[src/rtl/mem_access_unit.sv]
// MEM-stage load/store initiator: steers big-endian byte lanes onto the data RAM port,
// holds each access for a programmable number of wait cycles and returns an extended load result.
module mem_access_unit #(
  parameter int WAIT_CYCLES = 0,
  parameter int CNT_W       = 4
) (
  input  logic        clk,
  input  logic        rst,
  input  logic        req_valid,
  input  logic [3:0]  req_op,
  input  logic [31:0] req_addr,
  input  logic [31:0] req_wdata,
  output logic        req_ready,
  output logic        stall_req,
  output logic        resp_valid,
  output logic [31:0] resp_rdata,
  output logic        excp_misalign,
  output logic        ram_ce,
  output logic        ram_we,
  output logic [3:0]  ram_sel,
  output logic [31:0] ram_addr,
  output logic [31:0] ram_wdata,
  input  logic [31:0] ram_rdata
);

  localparam logic [1:0] S_IDLE   = 2'd0;
  localparam logic [1:0] S_ACCESS = 2'd1;
  localparam logic [1:0] S_RESP   = 2'd2;

  localparam logic [3:0] OP_LB  = 4'd1;
  localparam logic [3:0] OP_LBU = 4'd2;
  localparam logic [3:0] OP_LH  = 4'd3;
  localparam logic [3:0] OP_LHU = 4'd4;
  localparam logic [3:0] OP_LW  = 4'd5;
  localparam logic [3:0] OP_SB  = 4'd6;
  localparam logic [3:0] OP_SH  = 4'd7;
  localparam logic [3:0] OP_SW  = 4'd8;

  localparam logic [CNT_W-1:0] WAIT_LAST = CNT_W'(WAIT_CYCLES);

  logic [1:0]       state;
  logic [CNT_W-1:0] wait_cnt;
  logic [3:0]       op_q;
  logic [31:0]      addr_q;
  logic [31:0]      wdata_q;
  logic [31:0]      rdata_q;
  logic             misalign_q;

  logic             op_ok;
  logic             req_misalign;
  logic             accept;
  logic             last_access;
  logic [7:0]       lane_byte;
  logic [15:0]      lane_half;
  logic [31:0]      load_val;

  assign op_ok       = (req_op >= OP_LB) && (req_op <= OP_SW);
  assign accept      = (state == S_IDLE) && req_valid && op_ok;
  assign last_access = (state == S_ACCESS) && (wait_cnt == WAIT_LAST);

  always_comb begin
    req_misalign = 1'b0;
    case (req_op)
      OP_LH, OP_LHU, OP_SH: req_misalign = req_addr[0];
      OP_LW, OP_SW:         req_misalign = (req_addr[1:0] != 2'b00);
      default:              req_misalign = 1'b0;
    endcase
  end

  // Big-endian lane pick: byte offset 0 lives in bits 31:24.
  always_comb begin
    lane_byte = 8'h00;
    case (addr_q[1:0])
      2'd0:    lane_byte = ram_rdata[31:24];
      2'd1:    lane_byte = ram_rdata[23:16];
      2'd2:    lane_byte = ram_rdata[15:8];
      default: lane_byte = ram_rdata[7:0];
    endcase
    lane_half = addr_q[1] ? ram_rdata[15:0] : ram_rdata[31:16];
    load_val  = 32'h0;
    case (op_q)
      OP_LB:   load_val = {{24{lane_byte[7]}}, lane_byte};
      OP_LBU:  load_val = {24'h0, lane_byte};
      OP_LH:   load_val = {{16{lane_half[15]}}, lane_half};
      OP_LHU:  load_val = {16'h0, lane_half};
      OP_LW:   load_val = ram_rdata;
      default: load_val = 32'h0;
    endcase
  end

  always_ff @(posedge clk) begin
    if (rst) begin
      state      <= S_IDLE;
      wait_cnt   <= '0;
      op_q       <= 4'h0;
      addr_q     <= 32'h0;
      wdata_q    <= 32'h0;
      rdata_q    <= 32'h0;
      misalign_q <= 1'b0;
    end else begin
      case (state)
        S_IDLE: begin
          if (accept) begin
            op_q       <= req_op;
            addr_q     <= req_addr;
            wdata_q    <= req_wdata;
            wait_cnt   <= '0;
            rdata_q    <= 32'h0;
            misalign_q <= req_misalign;
            state      <= req_misalign ? S_RESP : S_ACCESS;
          end
        end
        S_ACCESS: begin
          if (last_access) begin
            rdata_q <= load_val;
            state   <= S_RESP;
          end else begin
            wait_cnt <= wait_cnt + CNT_W'(1);
          end
        end
        S_RESP:  state <= S_IDLE;
        default: state <= S_IDLE;
      endcase
    end
  end

  // RAM port is quiet outside ACCESS so an aborted or misaligned op never touches memory.
  always_comb begin
    ram_ce    = 1'b0;
    ram_we    = 1'b0;
    ram_sel   = 4'b0000;
    ram_addr  = 32'h0;
    ram_wdata = 32'h0;
    if (state == S_ACCESS) begin
      ram_ce   = 1'b1;
      ram_we   = (op_q == OP_SB) || (op_q == OP_SH) || (op_q == OP_SW);
      ram_addr = {addr_q[31:2], 2'b00};
      case (op_q)
        OP_LB, OP_LBU, OP_SB: ram_sel = 4'b1000 >> addr_q[1:0];
        OP_LH, OP_LHU, OP_SH: ram_sel = addr_q[1] ? 4'b0011 : 4'b1100;
        default:              ram_sel = 4'b1111;
      endcase
      case (op_q)
        OP_SB:   ram_wdata = {4{wdata_q[7:0]}};
        OP_SH:   ram_wdata = {2{wdata_q[15:0]}};
        OP_SW:   ram_wdata = wdata_q;
        default: ram_wdata = 32'h0;
      endcase
    end
  end

  assign req_ready     = (state == S_IDLE);
  assign stall_req     = accept || (state == S_ACCESS);
  assign resp_valid    = (state == S_RESP);
  assign resp_rdata    = resp_valid ? rdata_q : 32'h0;
  assign excp_misalign = resp_valid && misalign_q;

endmodule
[config.mk]
export PLATFORM = sky130hd
export DESIGN_NAME = mem_access_unit
export DESIGN_NICKNAME = d
export VERILOG_FILES = /design/src/rtl/mem_access_unit.sv
export SDC_FILE = /design/constraint.sdc
export NUM_CORES = 1
export LEC_CHECK = 0
export ABC_AREA = 1
export ABC_CLOCK_PERIOD_IN_PS = 2430
export BUFFER_PORTS_ARGS = -buffer_cell sky130_fd_sc_hd__buf_2
export CORE_ASPECT_RATIO = 0.9
export CORE_MARGIN = 2
export CORE_UTILIZATION = 56
export CTS_BUF_LIST = sky130_fd_sc_hd__clkbuf_8
export DETAILED_ROUTE_END_ITERATION = 12
export GPL_TIMING_DRIVEN = 1
export PLACE_DENSITY = 0.88
export SLEW_MARGIN = 20
export SYNTH_ARGS = -nofsm -noshare
export SYNTH_HDL_FRONTEND = slang
export SYNTH_SLANG_ARGS = --single-unit
[constraint.sdc]
create_clock -name clk -period 2.43 [get_ports clk]
set_clock_uncertainty 0.15 [all_clocks]
set_input_delay 0.3645 -clock clk [delete_from_list [all_inputs] [get_ports clk]]
set_output_delay 0.3645 -clock clk [all_outputs]
set_load 0.05 [all_outputs]
Word level (Yosys, flattened, before mapping)
Cells that the tools add are included.
{"block": "totals", "elab_cells": 75, "output_inout_bits": 106, "regBits": 107}
{"block": "classes", "eq_ne": 20, "add_sub_neg": 1, "reduce_logical": 21, "n_mux": 23, "n_lt_le_gt_ge": 2, "shifts": 1}
{"operator": "$mux W32", "n": 5}
{"operator": "$pmux W32 S5", "n": 1}
{"operator": "$pmux W32 S3", "n": 1}
{"operator": "$pmux W32 S2", "n": 1}
{"operator": "$eq A4 B3 Y1 const B", "n": 7}
{"operator": "$pmux W8 S3", "n": 1}
{"operator": "$mux W16", "n": 1}
{"operator": "$mux W4", "n": 4}
{"operator": "$pmux W4 S2", "n": 2}
{"operator": "$eq A4 B2 Y1 const B", "n": 3}
{"operator": "$reduce_or A3 Y1", "n": 3}
{"operator": "$eq A4 B4 Y1 const B", "n": 2}
{"operator": "$mux W2", "n": 3}
{"operator": "$reduce_and A3 Y1", "n": 2}
{"operator": "$logic_and A1 B1 Y1", "n": 5}
{"operator": "$add A4 B1 Y4 const B", "n": 1}
{"operator": "$eq A2 B1 Y1 const B", "n": 2}
{"operator": "$eq A2 B2 Y1 const B", "n": 2}
{"operator": "$eq A4 B1 Y1 const B", "n": 1}
{"operator": "$ge A4 B1 Y1 const B", "n": 1}
{"operator": "$le A4 B4 Y1 const B", "n": 1}
{"operator": "$logic_not A2 Y1", "n": 2}
{"operator": "$logic_not A4 Y1", "n": 1}
{"operator": "$ne A2 B2 Y1 const B", "n": 2}
{"operator": "9 further kinds", "n": 14}

Depth between registers and ports, before layout
{"block": "logic_depth", "depth_word": 6, "depth_mapped": 10, "mapped_depth_nobuf": 9}

Worst setup path before layout
Ideal clock, no wire load.
{"block": "synth_path", "path_type": "reg-to-output", "from": "reg state[1]", "to": "out resp_rdata[10]", "path_slack_ns": -0.238, "path_buffers": 1, "arrival_time_ns": 2.153, "path_stages_with_launch": 6, "path_cell_list": "dfxtp_1 inv_1 nor2_1 inv_1 buf_1 nor2_1"}
{"block": "synth_via", "elab_chain_cells": 2}
{"element": "start, declared", "line": "41", "text": "logic [1:0] state;"}
{"element": "start signal, assigned", "line": "110", "text": "state <= req_misalign ? S_RESP : S_ACCESS;"}
{"element": "$eq A2 B2 Y1", "line": "154", "text": "assign resp_valid = (state == S_RESP);"}
{"element": "named net resp_valid", "line": "15", "text": "output logic resp_valid,"}
{"element": "$mux W32", "line": "155", "text": "assign resp_rdata = resp_valid ? rdata_q : 32'h0;"}
{"element": "end, declared", "line": "16", "text": "output logic [31:0] resp_rdata,"}
The timed path passes the listed nets, and every way through them passes these cells.

Worst setup path after layout
{"block": "layout_path", "from": "reg op_q[2]", "to": "out ram_wdata[3]"}
{"block": "layout_via", "elab_chain_cells": 3, "elab_cells_between_ends": 5, "cone_classes": "3 x eq/ne; 2 x mux"}
{"element": "start, declared", "line": "43", "text": "logic [3:0] op_q;"}
{"element": "start signal, assigned", "line": "104", "text": "op_q <= req_op;"}
{"element": "$eq A4 B4 Y1 or $eq A4 B3 Y1 (tied branches)", "line": "143", "text": "case (op_q)"}
{"element": "$pmux W32 S3 (*)", "line": "143"}
{"element": "$mux W32 (*)", "line": "134", "text": "if (state == S_ACCESS) begin"}
{"element": "end, declared", "line": "22", "text": "output logic [31:0] ram_wdata,"}
Every way passes the cells marked *; elsewhere a longest branch is shown, timed or not.

==> run_results.csv <==
group,metric,value,unit
clocking,path_clk_slew,0.12,ns
sta,finalCritPeriodShare,1.04,
clocking,root_buffer,"clkbuf_8",
min_path,hp-class,"in2reg",
route,route.detailed.drc,0,
route,vias,6920,
finish,final_nets,1282,
sta,fin_ws,-0.0879,ns
clocking,cts_tree,"done",
route,drt-pass1-iter-count,6,
placement,place_ws,0.170,ns
route,drt_iter0_markers,527,
placement,place_congestion,0.905,
power_and_ir_drop,p_comb_frac,0.213,
global_route,grt_pass1_wl,27600,um
setup_path,r2r_end,"rdata_q[26]",
route,drt-total-wl,18300,um
power_and_ir_drop,power.internal,2.51,mW
setup_path,required,1.92,ns
route,viasPerCell,5.26,
global_route,grt.overflow.total,0,
synth,ys_ff_latch,107,
finish,final_cell_mix,"nand2_1 (197), buf_2 (191), inv_1 (175)",
die,fp.dieH,103,um
synth,synth_cell_types,31,
placement,numPlacedInstances,1289,
setup_path,cp-end-kind,"output pin",
sta,max_freq,397,MHz
min_path,whs_endpoint,"wdata_q[10]",
status,status,"finished with violations",
synth,yosys_warnings,0,
finish,seq_area,0.00215,mm2
sta,final_hold_viol_count,0,
clocking,cts.sinks,107,
setup_path,startpoint,"op_q[2]",
power_and_ir_drop,irDropWorstVdd,389,uV
die,dieArea,0.0118,mm2
power_and_ir_drop,p_leak,3.86,nW
setup_path,critPathMaxStageDelay,0.38,ns
die,start_util,0.570,
setup_path,rrSetupSlack,0.18,ns
die,row_count,36,
min_path,holdPathStages,3,
power_and_ir_drop,p_sw,1.28,mW
synth,syn-cell-area,0.00611,mm2
finish,final-instance-count-excl-fill,1315,
setup_path,path_cells,"inv_2 -> nor2_4 -> nand2_2 -> nor2_4 -> inv_2 -> nand2_4 -> clkinvlp_4 -> nor2_2 -> buf_6",
sta,fin_crit,2.52,ns
route,detail-route-antenna-nets,0,
global_route,grt_max_degree,64,
power_and_ir_drop,power.share.sequential,0.502,
sta,maxSlewHeadroom,0.523,
setup_path,critPathKind,"reg2out",
finish,area_delta_synth_final,26.6,%
route,wl_per_cell,13.9,um
die,die-width,114,um
global_route,track_usage,0.293,
sta,fin_hold_ws,0.0957,ns
global_route,antenna_found_initial,0,
min_path,min_from,"req_wdata[10]",
setup_path,cp_data_arrival_time,2.00,ns
clocking,cts_buffers,9,
clocking,clockBufferDepth,2,
global_route,grt_pass1_vias,5865,
finish,multi_input_area,0.00318,mm2
status,failed_checks,"negative setup slack",
finish,fillers,887,
setup_path,start_kind,"register",
setup_path,ff2ff_path_depth,9,
synth,ys_seq_area_frac,0.351,
power_and_ir_drop,swShare,0.337,
sta,slew_viol_final,0,
sta,worstMarginPinSlew,0.715,ns
setup_path,cp_max_fo,8,
flow_run,cap_violations,0,
setup_path,cp_slowest_cell,"dfxtp_4",
power_and_ir_drop,power_density,491,mW/mm2
setup_path,reg2reg_from,"addr_q[1]",
die,core,0.0107,mm2
clocking,ctsHtreeMaxLevel,3,
finish,final_common_cell,"nand2_1",
die,io_pins,209,
sta,setup_violations,14,
placement,portBuffers,206,
synth,postSynthAreaPerCell,6.16,um2
finish,drive_gt1_frac,0.277,
placement,hpwl,12500,um
power_and_ir_drop,pwr-share-clk,0.285,
sta,rsz0062_at_grt,"true",
clocking,clkLatencyLatePin,0.37,ns
finish,antenna_cells,0,
synth,synthCells,991,
==> sequential cells by signal (all words and copies together), names as in the netlist <==
signal and count:
op_q 4, misalign_q 1, state 2, wdata_q 32, wait_cnt 4, rdata_q 32, addr_q 32
==> through the flow <==
step                      total power, mW  utilization  instance area, um2  setup TNS, ns
after floorplan                      2.47            -                6190              0
after global placement               2.69        0.677                7260              0
after detailed placement             2.70        0.677                7260              0
after CTS                            3.76        0.708                7590        -0.0114
after global routing                 3.97        0.721                7730          -1.79
final                                3.79        0.721                7730         -0.831
==> power by group through the flow <==
stage	Sequential, mW	Clock, mW	Combinational, mW
after floorplan	1.93	0	0.540
after global placement	1.94	0	0.749
after detailed placement	1.94	0	0.759
after CTS	1.90	1.09	0.769
after global routing	1.92	1.16	0.894
final	1.91	1.08	0.806
==> worst max-delay path by stage <==
stage                    end
3_5_place_dp    ram_wdata[4]
6_report        ram_wdata[3]
2_1_floorplan  ram_wdata[14]
4_1_cts         ram_wdata[4]
3_3_place_gp    ram_wdata[4]
5_1_grt         ram_wdata[3]
==> critical path: cells and delay by family, from the launching register on <==
kind / cells / cell delay (ns)
buffers and inverters: 4 / 0.56
flip-flops: 1 / 0.38
AND/OR/NAND/NOR: 5 / 0.69
==> layout make-up <==
type / count / share of cell area
clock buffer: 9 / 0.0160
clock inverter: 7 / 0.00939
inverter: 182 / 0.0902
multi-input combinational: 644 / 0.412
sequential: 107 / 0.279
tap: 133 / 0.0215
timing repair buffer: 233 / 0.173
==> Yosys cell counts <==
cell type | count | area (um2)
nand3_1 | 22 | 110
o211ai_1 | 32 | 240
nand2_1 | 201 | 754
o21bai_1 | 1 | 7.51
o21ai_0 | 94 | 470
or2_2 | 1 | 6.26
nand4_2 | 1 | 12.5
inv_2 | 2 | 7.51
nor2_1 | 129 | 484
buf_2 | 23 | 115
dfxtp_1 | 107 | 2140
ha_1 | 2 | 25.0
o22ai_1 | 8 | 50.1
nor2_2 | 5 | 31.3
conb_1 | 1 | 3.75
a21oi_2 | 6 | 52.6
nor3_1 | 1 | 5.00
buf_6 | 2 | 22.5
nand4_1 | 6 | 37.5
nand2_2 | 4 | 25.0
o21ai_1 | 3 | 15.0
nor3_2 | 1 | 10.0
buf_1 | 5 | 18.8
nand3_2 | 2 | 20.0
nor2_8 | 1 | 20.0
inv_1 | 180 | 676
xor2_1 | 1 | 8.76
a21oi_1 | 117 | 586
nand3b_1 | 2 | 15.0
clkbuf_1 | 26 | 97.6
buf_4 | 5 | 37.5
==> logic make-up after synthesis <==
kind of cell | share of synthesized area
buffers and inverters | 0.160
AND/OR/NAND/NOR | 0.251
XOR/XNOR | 0.00143
AO/OA/AOI/OAI | 0.233
other | 0.000614
flip-flops | 0.351
adder cells (fa/ha/maj) | 0.00410
==> metal layers <==
metal	vias up	wire length [um]	track usage
met2	371	8470	0.491
li1	3471	-	-
met1	3019	7680	0.373
met5	-	0	0
met4	0	587	0.120
met3	59	1550	0.0588
==> what timing repair did <==
| action | CTS | global route |
|---|---|---|
| hold buffers | 0 | 0 |
| gates resized for setup | 34 | 34 |
| pin swaps | 4 | 8 |
| endpoints found under the hold margin | 0 | 0 |
| buffers inserted | 3 | 5 |
| setup endpoints to repair | 29 | 46 |
| gates cloned | 2 | 0 |
Power figures use the tool's default switching activity.
